<file path="src/rtl/satatrn_rxsplit.sv">
// satatrn_rxsplit: receive-side transport splitter.
// Classifies each incoming FIS by the type byte of its first word. A data FIS
// (8'h46) loses its header and its payload goes to the data stream. Any other
// FIS is passed whole to the register stream. Each output is a single
// registered stage with standard valid/ready handshaking.
//
//   state  | meaning
//   -------+-------------------------------------------------------------
//   IDLE   | waiting for a header word
//   DATA   | forwarding data-FIS payload words, counting them
//   REG    | forwarding the remaining words of a register FIS
//   DROP   | payload exceeded 2^LGMAXDATA words; discard until last
module satatrn_rxsplit #(
   parameter int LGMAXDATA    = 11,
   parameter bit OPT_LOWPOWER = 1'b0
) (
   input  logic        i_clk,
   input  logic        i_reset_n,
   input  logic        i_valid,
   output logic        o_ready,
   input  logic [31:0] i_data,
   input  logic        i_last,
   output logic        o_reg_valid,
   input  logic        i_reg_ready,
   output logic [31:0] o_reg_data,
   output logic        o_reg_last,
   output logic        o_data_valid,
   input  logic        i_data_ready,
   output logic [31:0] o_data_data,
   output logic        o_data_last,
   output logic        o_err_empty,
   output logic        o_err_long
);

   typedef enum logic [1:0] {S_IDLE, S_DATA, S_REG, S_DROP} state_t;

   localparam logic [LGMAXDATA-1:0] COUNT_MAX = '1;

   state_t               state, state_nxt;
   logic [LGMAXDATA-1:0] count;
   logic                 regslot_free, dataslot_free;
   logic                 is_data, accept, count_term;
   logic                 reg_load, data_load, count_clr;
   logic                 empty_set, long_set;

   assign regslot_free  = !o_reg_valid || i_reg_ready;
   assign dataslot_free = !o_data_valid || i_data_ready;
   assign is_data       = (i_data[7:0] == 8'h46);
   assign count_term    = (count == COUNT_MAX);
   assign accept        = i_valid && o_ready;

   // State register
   always_ff @(posedge i_clk or negedge i_reset_n) begin
      if (!i_reset_n) state <= S_IDLE;
      else            state <= state_nxt;
   end

   // Next-state decode
   always_comb begin
      state_nxt = state;
      case (state)
         S_IDLE: if (accept && !i_last) state_nxt = is_data ? S_DATA : S_REG;
         S_REG:  if (accept && i_last)  state_nxt = S_IDLE;
         S_DATA: begin
            if (accept) begin
               if (i_last)          state_nxt = S_IDLE;
               else if (count_term) state_nxt = S_DROP;
            end
         end
         S_DROP: if (accept && i_last)  state_nxt = S_IDLE;
         default:                       state_nxt = S_IDLE;
      endcase
   end

   // Handshake and stage-load controls; the header ready in IDLE depends on the type byte
   always_comb begin
      o_ready   = 1'b0;
      reg_load  = 1'b0;
      data_load = 1'b0;
      count_clr = 1'b0;
      empty_set = 1'b0;
      long_set  = 1'b0;
      case (state)
         S_IDLE: begin
            o_ready = is_data ? 1'b1 : regslot_free;
            if (accept) begin
               if (is_data) begin
                  empty_set = i_last;
                  count_clr = !i_last;
               end else begin
                  reg_load = 1'b1;
               end
            end
         end
         S_REG: begin
            o_ready  = regslot_free;
            reg_load = accept;
         end
         S_DATA: begin
            o_ready   = dataslot_free;
            data_load = accept;
            long_set  = accept && count_term && !i_last;
         end
         S_DROP:  o_ready = 1'b1;
         default: o_ready = 1'b0;
      endcase
   end

   // Register-stream output stage
   always_ff @(posedge i_clk or negedge i_reset_n) begin
      if (!i_reset_n) begin
         o_reg_valid <= 1'b0;
         o_reg_data  <= '0;
         o_reg_last  <= 1'b0;
      end else if (reg_load) begin
         o_reg_valid <= 1'b1;
         o_reg_data  <= i_data;
         o_reg_last  <= i_last;
      end else if (i_reg_ready) begin
         o_reg_valid <= 1'b0;
         if (OPT_LOWPOWER) begin
            o_reg_data <= '0;
            o_reg_last <= 1'b0;
         end
      end
   end

   // Data-stream output stage; the word at the size limit is marked last
   always_ff @(posedge i_clk or negedge i_reset_n) begin
      if (!i_reset_n) begin
         o_data_valid <= 1'b0;
         o_data_data  <= '0;
         o_data_last  <= 1'b0;
      end else if (data_load) begin
         o_data_valid <= 1'b1;
         o_data_data  <= i_data;
         o_data_last  <= i_last || count_term;
      end else if (i_data_ready) begin
         o_data_valid <= 1'b0;
         if (OPT_LOWPOWER) begin
            o_data_data <= '0;
            o_data_last <= 1'b0;
         end
      end
   end

   // Payload word counter; the terminal word always leaves DATA so it never wraps in use
   always_ff @(posedge i_clk or negedge i_reset_n) begin
      if (!i_reset_n)     count <= '0;
      else if (count_clr) count <= '0;
      else if (data_load) count <= count + LGMAXDATA'(1);
   end

   // Error pulses; empty arises only in IDLE and long only in DATA, so they cannot overlap
   always_ff @(posedge i_clk or negedge i_reset_n) begin
      if (!i_reset_n) begin
         o_err_empty <= 1'b0;
         o_err_long  <= 1'b0;
      end else begin
         o_err_empty <= empty_set;
         o_err_long  <= long_set;
      end
   end

endmodule

</file>
<file path="config.mk">
export PLATFORM = sky130hd
export DESIGN_NAME = satatrn_rxsplit
export DESIGN_NICKNAME = d
export VERILOG_FILES = /design/src/rtl/satatrn_rxsplit.sv
export SDC_FILE = /design/constraint.sdc
export NUM_CORES = 1
export LEC_CHECK = 0
export CAP_MARGIN = 20
export CORE_ASPECT_RATIO = 0.8
export CORE_MARGIN = 10
export CORE_UTILIZATION = 46
export DETAILED_ROUTE_END_ITERATION = 12
export PLACE_DENSITY = 0.82
export REMOVE_ABC_BUFFERS = 1
export SKIP_LAST_GASP = 1
export SYNTH_ARGS = -nofsm -noshare
export SYNTH_HDL_FRONTEND = slang
export SYNTH_SLANG_ARGS = --single-unit
</file>
<file path="constraint.sdc">
create_clock -name i_clk -period 2.26 [get_ports i_clk]
set_clock_uncertainty 0.05 [all_clocks]
set_input_delay 0.339 -clock i_clk [delete_from_list [all_inputs] [get_ports i_clk]]
set_output_delay 0.339 -clock i_clk [all_outputs]
set_load 0.01 [all_outputs]
</file>
==> results of run 1 <==
## cell usage after synthesis, types with 3 or more instances
cell / instances
nand2_1: 107
dfrtp_1: 83
mux2_2: 32
a21oi_1: 7
buf_2: 6
nor2_1: 5
nand4_1: 4
o21ai_0: 4
and2_1: 3
and3_1: 3
and4_1: 3
buf_1: 3
buf_6: 3
nand3_1: 3
or3_1: 3
xor2_1: 3
## area by class of cell
| type | instances | area, sq um | area share |
|---|---|---|---|
| Clock buffer | 10 | 128 | 0.0260 |
| Timing Repair Buffer | 127 | 1270 | 0.258 |
| Tap cell | 87 | 109 | 0.0221 |
| Multi-Input combinational cell | 202 | 1230 | 0.250 |
| Sequential cell | 83 | 2080 | 0.422 |
| Clock inverter | 5 | 103 | 0.0209 |
| Inverter | 1 | 3.75 | 0.000764 |
## power breakdown
group,switching [W],internal (W)
combinational,0.000323,0.000528
clock,0.000506,0.000727
sequential,0.0000957,0.00166
total,0.000925,0.00291
## metrics by stage
step           std cells   util
3_5_place_dp         498  0.665
6_report             515  0.700
2_1_floorplan        286      -
4_1_cts              515  0.700
3_3_place_gp         498  0.665
5_1_grt              515  0.700
## state kept, by name, summed over array words and instances (netlist names)
signal        flops
o_reg_valid       1
o_reg_data       32
o_data_data      32
o_data_last       1
o_data_valid      1
state             2
o_err_empty       1
o_reg_last        1
count            11
o_err_long        1
## cell families after synthesis
logic type,after synthesis
adders and majority gates,1
DFF,83
buffers and inverters,15
muxes,33
AOI/OAI and AO/OA,17
and+or+nand+nor,146
xor gates and xnor gates,5
## layer usage
metal	global-route usage	routed length, microns	vias to the layer above	share of wire
li1	-	-	1251	-
met1	0.190	3710	1274	0.42
met2	0.253	4250	95	0.48
met3	0.0850	926	6	0.10
met4	0.0286	33	0	0.0037
met5	0	0	-	0
## worst reg2reg max path, stage by stage, from the launching register on
cell,delay (ps)
dfrtp_1,530
nand4bb_1,190
and3_1,270
nand4b_4,200
buf_12,200
mux2_1,320
## final timing paths
| check | start | end | slack (ps) | depth (start not counted) |
|---|---|---|---|---|
| hold / removal | i_data[4] | o_data_data[4]$_DFFE_PN0P_ | 410 | 3 |
| hold reg to reg | o_data_data[19]$_DFFE_PN0P_ | o_data_data[19]$_DFFE_PN0P_ | 420 | 2 |
| max in group asynchronous | i_reset_n | o_reg_data[5]$_DFFE_PN0P_ | 1090 | 3 |
| setup reg to reg | state[0]$_DFFE_PN0P_ | o_reg_data[28]$_DFFE_PN0P_ | 380 | 5 |
| setup / recovery | i_data[7] | o_ready | 150 | 5 |
| min in group asynchronous | i_reset_n | o_data_data[27]$_DFFE_PN0P_ | 450 | 2 |
## repair_timing
item | CTS | global route
pin swaps | 3 | 0
hold endpoints to repair | 36 | 0
setup endpoints to repair | 1 | 1
hold buffers | 1 | 0
gates resized for setup | 3 | 1
gates cloned | 0 | 0
setup buffers | 1 | 0
==> results.yml, run 1 <==
sta:
  worst_pin_slew_ps: 472
  fmax_ghz: 0.473
  rsz0062_at_grt: "false"
  fin_crit_ps: 2110
  fin_hold_ws_ps: 410
  period_share: 0.936
  setup_viol: 0
  slew_viol_final: 0
  slew_headroom: 0.685
  final_hold_viol_count: 0
  fin_setup_tns_ps: 0
  worst_slack_ps: 145
drt:
  vias_per_cell: 5.10
  drc: 0
  wl_per_cell_microns: 17.3
  ant_nets: 0
  drt_iter0_drc: 139
  drt_first_pass_iters: 4
  finalWirelength_microns: 8920
  num_vias: 2626
logic_synthesis:
  netlist_area_sq_mm: 0.00339
  yosysSeqAreaShare: 0.612
  async_flop_share: 1.00
  synthCells: 300
  synth_top_family_by_area: "simple AND/OR/NAND/NOR gates"
  synth-xor-area-share: 0.0129
  yosys.area_share.simple: 0.205
  yosys_register_bits: 83
  synth_edf_count: 0
  ys_warn_count: 0
  synth_compound_area_frac: 0.0306
  syn_avg_cell_area_sq_um: 11.3
  synth_fa_ha_area_frac: 0.00369
  netlist.area_leader.share: 0.612
  yosysUniqueCellTypes: 36
  synth_mux_area_frac: 0.110
  ys_top_cells_by_area: "dfrtp_1 (61%), nand2_1 (12%), mux2_2 (11%)"
  synth_area_leader_cell: "dfrtp_1"
  ys.flop_type: "dfrtp_1"
clocking:
  clock_path_buffers: 2
  cts-root-buf: "clkbuf_8"
  clk_latency_ps: 340
  cts_tree: "built"
  htree_num_levels: 3
  clkTransAtPathRegs_ps: 80
  cts_buffers: 9
  clock-sinks: 83
worst_setup_path:
  start_kind: "input port"
  slowest_stage: "clkdlybuf4s50_1"
  critPathRequiredTime_ps: 1870
  cpPeakStageDelay_ps: 480
  cp_max_fo: 3
  crit_chain: "clkdlybuf4s50_1 > and4bb_2 > a211o_2 > and3_1 > clkbuf_2"
  crit_family: "buffers and inverters"
  criticalPathCategory: "input port to primary output"
  critPathBufInv: 2
  cp-end-kind: "primary output"
  arrival_ps: 1730
pwr:
  p_per_area_mw_per_mm2: 780
  p_leak_nw: 2.28
  irDropWorstVdd_v: 0.000587
  power_w: 0.00384
final_layout:
  fin_nets: 463
  area_growth_pct: 44.9
  drive_above_1_share: 0.164
  final_common_cell: "nand2_1"
  n_antenna_cell: 0
  final_cell_mix: "nand2_1 (107), clkdlybuf4s50_1 (105), dfrtp_1 (83)"
  fin_area_sq_mm: 0.00492
  nFillCells: 530
die:
  std_cell_rows: 27
  pin_count: 109
  initial_core_util: 0.483
  die_y_microns: 96.8
  die_x_microns: 116
  core_area_sq_mm: 0.00703
  die_area_sq_mm: 0.0112
status:
  status: "completed"
place:
  dpl-instance-area_sq_mm: 0.00467
  port_buffers: 108
  place.gp.congestion: 0.749
  preCtsSetupSlack_ps: -295
  dp_hpwl_microns: 6630
min_path:
  hold_path.class: "input port to flip-flop"
grt:
  overflow: 0
  grt_pass1_wl_microns: 14500
  grt_usage: 0.160
  grt_max_degree: 48
  grt_antenna_before_repair: 0
  grt_pass1_vias: 2754
flow_run:
  drv_cap: 0
Note: power is estimated with default switching activity, not from simulation.
==> run 2, diff against run 1 <==
--- a/config.mk
+++ b/config.mk
@@ -7,5 +7,5 @@
 export LEC_CHECK = 0
 export CAP_MARGIN = 20
-export CORE_ASPECT_RATIO = 0.8
+export CORE_ASPECT_RATIO = 0.9
 export CORE_MARGIN = 10
 export CORE_UTILIZATION = 46
==> constraint.sdc (replaced) <==
create_clock -name i_clk -period 2.26 [get_ports i_clk]
set_clock_uncertainty 0.05 [all_clocks]
set_input_delay 0.565 -clock i_clk [delete_from_list [all_inputs] [get_ports i_clk]]
set_output_delay 0.565 -clock i_clk [all_outputs]
set_load 0.01 [all_outputs]
==> results.yml, run 2 (synthesis results as in run 1) <==
die:
  die_y_microns: 101
  core_area_sq_mm: 0.00711
  pin_count: 109
  die_area_sq_mm: 0.0112
  std_cell_rows: 29
  initial_core_util: 0.477
  die_x_microns: 111
sta:
  final_hold_viol_count: 0
  fin_hold_ws_ps: 138
  rsz0062_at_grt: "false"
  fin_setup_tns_ps: 0
  period_share: 0.978
  worst_pin_slew_ps: 519
  fin_crit_ps: 2210
  fmax_ghz: 0.452
  setup_viol: 0
  slew_viol_final: 0
  worst_slack_ps: 49.1
  slew_headroom: 0.654
final_layout:
  final_cell_mix: "nand2_1 (107), clkdlybuf4s50_1 (97), dfrtp_1 (83)"
  reg.largest.list: "o_data_data x32, o_reg_data x32, count x11"
  fin_area_sq_mm: 0.00491
  area_growth_pct: 44.7
  final_common_cell: "nand2_1"
  drive_above_1_share: 0.190
  multiInputGateArea_sq_mm: 0.00124
  ff_latch_area_sq_mm: 0.00208
  nFillCells: 579
  n_antenna_cell: 0
  fin_nets: 470
clocking:
  hold_buffers: 0
  cts_tree: "built"
  cts-root-buf: "clkbuf_8"
  clock-sinks: 83
  clock_path_buffers: 2
  clkTransAtPathRegs_ps: 80
  clk_latency_ps: 340
  htree_num_levels: 3
  cts_buffers: 9
pwr:
  intPower_w: 0.00259
  pwr-share-clk: 0.267
  p_switching_w: 0.000959
  p_sw_frac: 0.270
  comb_power_share: 0.239
  p_per_area_mw_per_mm2: 723
  seqPwrFrac: 0.493
  p_leak_nw: 2.29
  irDropWorstVdd_v: 0.000480
worst_setup_path:
  cpPeakStageDelay_ps: 300
  criticalPathCategory: "input port to primary output"
  cp-end-kind: "primary output"
  slowest_stage: "a211o_2"
  arrival_ps: 1600
  cp_max_fo: 3
  crit_chain: "clkdlybuf4s15_2 > and4bb_2 > a211o_2 > and3_1 > buf_2"
  critPathRequiredTime_ps: 1640
  r2r_cells: 8
  start_kind: "input port"
  ff2ff_setup_slack_ps: 290
place:
  place.gp.congestion: 0.786
  dp_hpwl_microns: 6590
  port_buffers: 108
  dpl-instance-area_sq_mm: 0.00472
  preCtsSetupSlack_ps: -657
drt:
  drc: 0
  finalWirelength_microns: 8660
  num_vias: 2662
  wl_per_cell_microns: 16.4
  ant_nets: 0
  vias_per_cell: 5.03
  drt_first_pass_iters: 4
  drt_iter0_drc: 86
grt:
  grt_antenna_before_repair: 0
  grt_usage: 0.156
  grt_max_degree: 44
  grt_pass1_vias: 2928
  grt_pass1_wl_microns: 14300
  overflow: 0
status:
  status: "completed"
flow_run:
  drv_cap: 0
min_path:
  hold_path.class: "input port to async pin"
## run 2: cell types whose count changed in the layout (fill, tap and decap cells not counted), sizes merged, moves of 2 or more
cell	previous run	this run
buf	19	28
inv	1	3
clkdlybuf4s50	105	97
dlygate4sd2	1	3
bufinv	3	0
clkinvlp	1	4
clkdlybuf4s15	0	5
## run 2: critical path, delay by kind of cell
family | cells | cell delay, ps
and+or+nand+nor | 2 | 400
buffers and inverters | 2 | 340
AOI/OAI and AO/OA | 1 | 300
## run 2: stage by stage
step | util | cells | total power [W]
finish | 0.690 | 529 | 0.00355
global route | 0.690 | 529 | 0.00372
CTS | 0.689 | 528 | 0.00361
detailed placement | 0.664 | 511 | 0.00265
global placement | 0.664 | 511 | 0.00262
floorplan | - | 286 | 0.00207
## run 2: final cells by class
cell class | count | share of cell area
sequential | 83 | 0.423
timing repair buffer | 134 | 0.265
multi-input combinational | 202 | 0.252
clock buffer | 9 | 0.0252
tap | 93 | 0.0237
clock inverter | 7 | 0.0107
inverter | 1 | 0.000765
## run 2: final timing paths
check                                       startpoint                           to
min in group i_clk         o_data_data[17]$_DFFE_PN0P_  o_data_data[17]$_DFFE_PN0P_
min reg2reg                o_data_data[17]$_DFFE_PN0P_  o_data_data[17]$_DFFE_PN0P_
min                                          i_reset_n  o_data_data[26]$_DFFE_PN0P_
max in group asynchronous                    i_reset_n    o_reg_data[4]$_DFFE_PN0P_
max reg2reg                    o_reg_valid$_DFFE_PN0P_   o_reg_data[10]$_DFFE_PN0P_
max                                          i_data[3]                      o_ready
## run 2: power by group through the flow
stage	sequential, W	combinational [W]	clock, W
global placement	0.00177	0.000849	0
floorplan	0.00185	0.000218	0
global route	0.00177	0.000911	0.00103
CTS	0.00175	0.000867	0.000991
finish	0.00175	0.000850	0.000948
detailed placement	0.00178	0.000867	0
## run 2: metal layers
metal / track usage / vias up / wire, microns
met5: 0 / - / 0
met2: 0.267 / 83 / 4280
met1: 0.170 / 1302 / 3570
met3: 0.0686 / 6 / 729
met4: 0.0520 / 0 / 82
li1: - / 1271 / -
## run 2: repair_timing
item | in CTS | in global routing
pin swaps | 4 | 2
setup endpoints to repair | 2 | 1
setup buffers | 1 | 1
resized for setup | 19 | 3
